[config.mk]
export PLATFORM = sky130hd
export DESIGN_NAME = single_port_ram_async
export DESIGN_NICKNAME = d
export VERILOG_FILES = /design/src/rtl/single_port_ram_async.sv
export SDC_FILE = /design/constraint.sdc
export NUM_CORES = 1
export LEC_CHECK = 0
export ABC_AREA = 1
export CAP_MARGIN = 20
export CORE_ASPECT_RATIO = 0.6
export CORE_UTILIZATION = 41
export CTS_BUF_LIST = sky130_fd_sc_hd__clkbuf_16
export DETAILED_ROUTE_END_ITERATION = 10
export SLEW_MARGIN = 20
export SYNTH_ARGS = -nofsm -noshare
export SYNTH_HDL_FRONTEND = slang
export SYNTH_SLANG_ARGS = --single-unit
[constraint.sdc]
create_clock -name vclk -period 1.6
set_input_delay 0.16 -clock vclk [all_inputs]
set_output_delay 0.16 -clock vclk [all_outputs]
set_load 0.01 [all_outputs]
[src/rtl/single_port_ram_async.sv]
// Single-port RAM: level-sensitive (latch) write, combinational read with write-through.
// Define RAM_REG_OUT_EN to register data_out on posedge clk (one cycle of read latency).
module single_port_ram_async #(
    parameter int DATA_W = 8,
    parameter int ADDR_W = 6,
    parameter int DEPTH  = 64
) (
    input  logic              clk,
    input  logic              rst_n,
    input  logic [DATA_W-1:0] data_in,
    input  logic [ADDR_W-1:0] addr,
    input  logic              mode,
    output logic [DATA_W-1:0] data_out
);

    logic [DATA_W-1:0] r_mem [DEPTH];
    logic              w_in_range;
    logic              w_wr_en;
    logic [DATA_W-1:0] w_rd_data;

    // A full address space needs no range compare.
    generate
        if (DEPTH < (2 ** ADDR_W)) begin : g_range
            assign w_in_range = (addr < ADDR_W'(DEPTH));
        end else begin : g_full
            assign w_in_range = 1'b1;
        end
    endgenerate

    assign w_wr_en = rst_n & mode & w_in_range;

    // Each word is a transparent latch: it tracks data_in while addressed and write-enabled.
    always_latch begin
        if (!rst_n) begin
            for (int i = 0; i < DEPTH; i++) begin
                r_mem[i] <= '0;
            end
        end else if (w_wr_en) begin
            r_mem[addr] <= data_in;
        end
    end

    always_comb begin
        w_rd_data = '0;
        if (!rst_n) begin
            w_rd_data = '0;
        end else if (mode) begin
            w_rd_data = data_in;
        end else if (w_in_range) begin
            w_rd_data = r_mem[addr];
        end
    end

`ifdef RAM_REG_OUT_EN
    logic [DATA_W-1:0] r_dout_p1;

    always_ff @(posedge clk or negedge rst_n) begin
        if (!rst_n) begin
            r_dout_p1 <= '0;
        end else begin
            r_dout_p1 <= w_rd_data;
        end
    end

    assign data_out = r_dout_p1;
`else
    logic w_unused_clk;

    assign w_unused_clk = clk;
    assign data_out     = w_rd_data;
`endif

endmodule

# Word-level counts from Yosys, hierarchy flattened
# Cells that the tools add are included.
# word_totals
reg_bits,0
latch_bits,512
input_bits,17
wordCells,3596
# op_classes
n_lt_le_gt_ge,2
mux,3079
bitwise_logic,2
reduce_logical,1
# ops
cell,n
$mux 1,3072
$bmux 8 s6,1
$demux 8 s6,1
$mux 8,5
$ge 7x7->1 const B,1
$lt 7x1->1 const B,1
$not 6->7,1
$and 1x1->1,1
$logic_and 1x1->1,1

# Depth between registers and ports, before layout
# Gate-level depths: netlist (run 1).
# depth
ltp_word,8
mapped_depth,16
mapped_depth_nobuf,13

==> results.tsv, run 1 <==
stage	metric	value	unit
status	status	complete, but fails checks	
status	failing checks	setup timing	
global_routing	initial antenna violation count	0	
synthesis	area share of the leading cell type in the synthesized netlist	0.525	
global_routing	grt ovf	0	
placement	detailed placement HPWL	30600	um
synthesis	Post-synth EDFFs	0	
timing	final hold vios	0	
final_layout	largest registers	r_mem (512)	
timing	RSZ-0062 raised after global routing	true	
drt	vias	13300	
final_layout	max FFs per register	512	
final_layout	final core utilization	0.472	
worst_hold_path	HP Class	input pin to primary output	
synthesis	Syn Nets	2230	
synthesis	cell area after synthesis	14600	um^2
floorplanning	die width	246	um
drt	vias per cell	4.89	
global_routing	GRT Total Usage	0.246	
pwr	combinational power share	0.699	
final_layout	area growth from synthesis to layout	13.1	%
timing	Slew Viols, Final	0	
critical_path	Worst EP required	1440	ps
global_routing	first-pass GRT wire length	69900	um
timing	Sum Neg Setup Slack	-2220	ps
timing	Fmax	509	MHz
placement	DP Worst Slack	-819	ps
pwr	Sw Ratio	0.499	
worst_hold_path	Min-Delay Startpoint	rst_n	
floorplanning	DIE AREA	36500	um^2
synthesis	post-synth top area cell	dlxtp_1	
timing	Worst Tran Pin Value	1100	ps
synthesis	Synth top cells by count	1370 x nand2_1, 512 x dlxtp_1, 68 x o21ai_0	
pwr	Lkg Pwr	9.13	nW
synthesis	synthesized flop and latch total	512	
worst_hold_path	Hold Path End	data_out[7]	
drt	first-pass detailed-route iteration total	5	
final_layout	Most flops, register	r_mem	
pwr	Flop pwr share	0.301	
synthesis	Synth area leaders	dlxtp_1 52%, nand2_1 35%, o21ai_0 2.3%, buf_6 2.1%, buf_2 1.9%	
final_layout	share of layout cells above drive strength 1	0.114	
synthesis	Syn Area/Cell	6.62	um^2
placement	Placer Congestion	0.974	
final_layout	ant diodes	0	
drt	DRC	0	
drt	post-DR wirelength/cell	16.5	um
floorplanning	# rows	53	
worst_hold_path	hold path depth	5	
pwr	clock group share of total power	0	
placement	Cell Area, Placed	15800	um^2
pwr	Final Power	3.37	mW
drt	initial drt markers	1046	
synthesis	synth warn	0	
pwr	cell-internal power	1.69	mW
pwr	Peak supply drop	77.8	uV
drt	final wirelength	44900	um
floorplanning	IO Pins	25	
final_layout	final instance area	16600	um^2
pwr	Sw Pwr	1.68	mW
clocking	hold buffers post-CTS	0	
global_routing	largest net degree at the start of global routing	74	
drt	Final ANT Viol Nets	0	
critical_path	Setup crit start kind	input pin	
timing	final setup vio count	8	
timing	setup slack after layout	-363	ps
critical_path	Worst Setup End Kind	primary output	
timing	register pins left without a clock	512	
critical_path	Crit Path Max Fanout	7	
synthesis	synth unique cells	26	
synthesis	async set-reset flop share out of synthesis	0	
floorplanning	core area	35100	um^2
critical_path	Setup Crit Path Kind	input pin to primary output	
critical_path	WP data arrival	1800	ps
synthesis	main flop type after synthesis	dlxtp_1	
synthesis	top-count cell post-synth	nand2_1	
timing	crit share post-route	1.23	
floorplanning	initial core utilization	0.418	
synthesis	cells after synthesis	2213	
timing	Slew HR	0.261	
pwr	pwr/cell area	204	nW/um^2
timing	endpoints left unconstrained	512	
run	total of max-cap violations	0	
placement	PortBufs	24	
final_layout	Post-layout nets	2265	
global_routing	number of global-route vias before repair	11900	
floorplanning	Die Y	148	um
timing	post-route minimum period	1960	ps
==> final cells by class <==
cell class | count | area (um^2)
fillers | 3528 | 18500
flip-flops and latches | 512 | 7690
multi-input cells | 1541 | 6300
repair buffers | 143 | 1760
well taps | 467 | 584
inverters | 49 | 203
repair inverters | 1 | 20.0
==> what timing repair did <==
action / 4_1_cts / 5_1_grt
setup endpoints to repair: 8 / 8
pin swaps: 57 / 31
cloned: 9 / 0
buffers inserted: 9 / 0
gates resized for setup: 145 / 50
==> placed cells by master, fill, tap and decap left out, types with 2 or more instances in the layout <==
| cell | netlist | layout |
|---|---|---|
| nor2_1 | 45 | 36 |
| a21oi_1 | 5 | 3 |
| nand2_4 | 0 | 3 |
| or2_2 | 2 | 2 |
| dlygate4sd2_1 | 0 | 3 |
| nor3_2 | 7 | 7 |
| dlxtp_1 | 512 | 512 |
| clkdlybuf4s50_1 | 0 | 9 |
| buf_12 | 0 | 35 |
| clkinv_2 | 0 | 2 |
| buf_8 | 2 | 7 |
| buf_4 | 9 | 66 |
| inv_1 | 47 | 33 |
| nor2_2 | 2 | 11 |
| nand2_2 | 0 | 73 |
| o21ai_0 | 68 | 61 |
| nand3_1 | 22 | 15 |
| o211ai_1 | 8 | 8 |
| nand3_2 | 0 | 7 |
| nand2_1 | 1370 | 1294 |
| inv_16 | 0 | 2 |
| o21ai_1 | 6 | 12 |
| buf_2 | 55 | 9 |
| buf_6 | 27 | 5 |
| a21oi_2 | 1 | 3 |
| buf_16 | 0 | 8 |
| inv_2 | 1 | 13 |
==> worst max-delay path, stage by stage <==
cell       delay, ps
clkbuf_16        160
buf_12           130
inv_16            50
buf_12           140
buf_8            130
nand2_1           50
nand2_1           60
nand2_1           60
nand2_1           50
nand2_1          100
nand2_1          100
nand2_1           70
nand2_1           60
nor2_2           100
nand3_2          110
nand2_1           90
inv_1             30
buf_2            120
==> worst max path at each step <==
stage	start	endpoint	slack (ps)	depth (start not counted)
after floorplan	addr[0]	data_out[7]	190	14
after global placement	addr[3]	data_out[1]	-780	11
after global routing	addr[0]	data_out[5]	-430	18
after detailed placement	addr[3]	data_out[1]	-820	11
final	addr[0]	data_out[5]	-360	18
after CTS	addr[0]	data_out[5]	-330	18
==> power by group through the flow <==
stage               Combinational [mW]  Clock [mW]  Sequential (mW)
floorplan                         1.26           0            0.990
global placement                  2.10           0             1.00
detailed placement                2.11           0             1.01
CTS                               2.31           0             1.01
global route                      2.57           0             1.05
finish                            2.36           0             1.02
==> metal layers <==
layer  wire length [um]  track usage  vias to the layer above  share of wire
met2              18500        0.363                      431           0.41
met4                733       0.0382                        0          0.016
li1                   -            -                     6711              -
met3               3460       0.0433                       36          0.077
met1              22200        0.377                     6088           0.49
met5                  0            0                        -              0
==> kinds of logic after synthesis <==
| logic type | share of synthesized area |
|---|---|
| compound gates | 0.0322 |
| buf+inv | 0.0636 |
| simple gates | 0.379 |
| latches | 0.525 |
==> per-stage QoR <==
stage	instances	hold slack (ps)
3_5_place_dp	2696	1140
5_1_grt	2713	823
2_1_floorplan	2213	542
6_report	2713	796
4_1_cts	2714	804
3_3_place_gp	2696	1140
(Power assumes the default switching activity.)
==> inputs of run 2 (changes only) <==
- ABC_AREA: 1 -> not set
==> run 2 against run 1 <==
The run still ends with setup timing left. Sequential share of layout area increased by 1.9 points. Sequential power about the same. Setup slack got worse by 260 ps. Total power increased by 8.0%. Combinational power increased by 11%. Final area decreased by 4.0%. Wire length increased by 5.3%. Global-route usage increased by 4.6 points. Flip-flop and latch count unchanged. Die area decreased by 14%. Via count decreased by 19%. Highest routed layer unchanged.
==> results.tsv, run 2 <==
stage	metric	value	unit	change
placement	DP Worst Slack	-1300	ps	-482 ps
synthesis	Syn Nets	1176		-47%
drt	final wirelength	47200	um	+5.3%
global_routing	grt ovf	0		unchanged
global_routing	initial antenna violation count	0		unchanged
timing	Slew Viols, Final	0		unchanged
pwr	Peak supply drop	105	uV	+35%
synthesis	post-synth top area cell	dlxtp_1		
placement	PortBufs	24		unchanged
synthesis	synth warn	0		unchanged
floorplanning	DIE AREA	31600	um^2	-14%
worst_hold_path	HP Class	input pin to primary output		
floorplanning	initial core utilization	0.419		+0.00181
final_layout	most common cell after layout, fill and taps aside	dlxtp_1		
synthesis	Synth area leaders	dlxtp_1 61%, mux4_2 6.6%, a221oi_1 4.3%, mux2i_1 4.2%, o21ai_0 3.9%		
pwr	Lkg Pwr	6.96	nW	-24%
critical_path	Worst EP required	1440	ps	about the same
final_layout	share of layout cells above drive strength 1	0.331		+0.216
placement	detailed placement HPWL	32800	um	+7.4%
final_layout	most frequent cells in the layout	512 x dlxtp_1, 185 x buf_4, 57 x o21ai_0		
global_routing	largest net degree at the start of global routing	65		-12%
global_routing	GRT Total Usage	0.292		+0.0460
synthesis	top-count cell post-synth	dlxtp_1		
timing	endpoints left unconstrained	512		unchanged
status	failing checks	setup timing		
timing	Worst Tran Pin Value	1190	ps	+91.8 ps
final_layout	largest registers	r_mem (512)		
placement	Placer Congestion	0.942		-3.3%
final_layout	ant diodes	0		unchanged
timing	final hold vios	0		unchanged
final_layout	Post-layout nets	1361		-40%
timing	register pins left without a clock	512		unchanged
final_layout	final instance area	15900	um^2	-4.0%
status	status	complete, but fails checks		
floorplanning	core area	30200	um^2	-14%
pwr	Sw Pwr	1.65	mW	-1.7%
pwr	cell-internal power	1.99	mW	+18%
critical_path	Setup crit start kind	input pin		
drt	first-pass detailed-route iteration total	6		+1
floorplanning	# rows	49		-7.5%
clocking	hold buffers post-CTS	0		unchanged
synthesis	Synth top cells by count	512 x dlxtp_1, 99 x o21ai_0, 62 x a221oi_1		
drt	vias	10700		-19%
drt	post-DR wirelength/cell	27.0	um	+63%
worst_hold_path	Hold Path End	data_out[7]		
synthesis	cells after synthesis	1159		-48%
floorplanning	IO Pins	25		unchanged
final_layout	area growth from synthesis to layout	25.7	%	
critical_path	CP Cell Sequence	buf_16 > buf_12 > buf_12 > mux4_2 > mux2i_4 > o22ai_2 > nor4b_4 > a31oi_1 > buf_2		
synthesis	synth unique cells	54		+110%
floorplanning	die width	229	um	-7.0%
global_routing	first-pass GRT wire length	69100	um	-1.2%
final_layout	Most flops, register	r_mem		
timing	setup slack after layout	-626	ps	-263 ps
synthesis	synthesized flop and latch total	512		unchanged
synthesis	cell area after synthesis	12600	um^2	-14%
final_layout	final core utilization	0.527		+0.0551
floorplanning	Die Y	138	um	-7.0%
drt	DRC	0		unchanged
synthesis	main flop type after synthesis	dlxtp_1		
pwr	clock group share of total power	0		unchanged
critical_path	Setup Crit Path Kind	input pin to primary output		
global_routing	number of global-route vias before repair	10000		-16%
synthesis	Post-synth EDFFs	0		unchanged
final_layout	max FFs per register	512		unchanged
worst_hold_path	Min-Delay Startpoint	rst_n		
placement	Cell Area, Placed	14800	um^2	-6.8%
critical_path	critical path's slowest cell	mux4_2		
pwr	pwr/cell area	229	nW/um^2	+13%
critical_path	CP most frequent cell	buf_12		
critical_path	Crit Path Max Fanout	6		-1
timing	crit share post-route	1.39		+0.164
pwr	Flop pwr share	0.283		-0.018
critical_path	Worst Setup End Kind	primary output		
timing	final setup vio count	8		unchanged
drt	vias per cell	6.10		+25%
drt	initial drt markers	1534		+47%
timing	RSZ-0062 raised after global routing	true		
timing	Sum Neg Setup Slack	-4620	ps	-2400 ps
synthesis	area share of the leading cell type in the synthesized netlist	0.608		+0.0829
timing	post-route minimum period	2230	ps	+263 ps
critical_path	WP data arrival	2070	ps	+270 ps
timing	Slew HR	0.200		-0.0619
run	total of max-cap violations	0		unchanged
pwr	combinational power share	0.717		+0.018
timing	Fmax	449	MHz	-12%
synthesis	async set-reset flop share out of synthesis	0		unchanged
pwr	Sw Ratio	0.454		-0.0448
critical_path	slowest cell delay on critical path	550	ps	+390 ps
final_layout	filler instances	2674		-24%
drt	Final ANT Viol Nets	0		unchanged
worst_hold_path	hold path depth	4		-1
synthesis	Syn Area/Cell	10.9	um^2	+65%
[run 2: cell types whose count changed after synthesis, moves of 34 or more]
cell and change:
nand2_1 -1334, mux4_2 +37, mux2_2 +41, inv_1 -45, a22oi_1 +34, mux2i_1 +53
a221oi_1 +62
[run 2: critical path, delay by kind of cell]
family	cells	cell delay [ps]
multiplexers	2	750
AO/OA/AOI/OAI	2	270
AND/OR/NAND/NOR	1	330
buffers and inverters	4	530
[run 2: timing repair]
| item | in CTS | in global routing |
|---|---|---|
| pin swaps | 52 | 19 |
| resized for setup | 186 | 22 |
| cloned | 6 | 0 |
| setup buffers | 26 | 9 |
| setup endpoints to repair | 8 | 8 |
| hold endpoints to repair | 0 | 0 |
[run 2: logic make-up (layout without fill, tap and decap cells)]
kind of cell | after synthesis | in the layout | share of synthesized area
mux | 131 | 131 | 0.144
simple gates | 130 | 130 | 0.0494
latches | 512 | 512 | 0.608
buf+inv | 82 | 265 | 0.0354
compound gates | 304 | 304 | 0.163
[run 2: worst max-delay path by stage]
stage	startpoint	to	slack [ps]	cells past startpoint
6_report	addr[0]	data_out[5]	-630	9
5_1_grt	addr[0]	data_out[5]	-650	9
4_1_cts	addr[2]	data_out[1]	-580	10
3_5_place_dp	addr[4]	data_out[7]	-1300	9
3_3_place_gp	addr[4]	data_out[7]	-1320	9
2_1_floorplan	addr[1]	data_out[2]	-70	5
[run 2: area by class of cell]
type,instances,area [um^2],share of cell area
inverters,4,15.0,0.000944
multi-input cells,565,5230,0.329
flip-flops and latches,512,7690,0.483
well taps,408,510,0.0321
repair buffers,261,2460,0.155
[run 2: power by group through the flow]
stage	clock [mW]	sequential, mW	combinational, mW
final	0	1.03	2.62
after CTS	0	1.04	2.49
after detailed placement	0	1.03	2.20
after floorplan	0	0.998	1.13
after global routing	0	1.06	2.71
after global placement	0	1.02	2.17
[run 2: stage by stage]
stage | hold slack, ps | std cells | power [mW]
floorplan | 498 | 1159 | 2.13
global placement | 1160 | 1712 | 3.20
detailed placement | 1160 | 1714 | 3.23
CTS | 828 | 1740 | 3.52
global route | 855 | 1750 | 3.77
finish | 834 | 1750 | 3.65
[run 2: routing by layer]
layer | GRT usage | wire length, um
met5 | 0 | 0
met4 | 0.0509 | 1080
met3 | 0.0666 | 5740
met2 | 0.401 | 19100
met1 | 0.464 | 21300
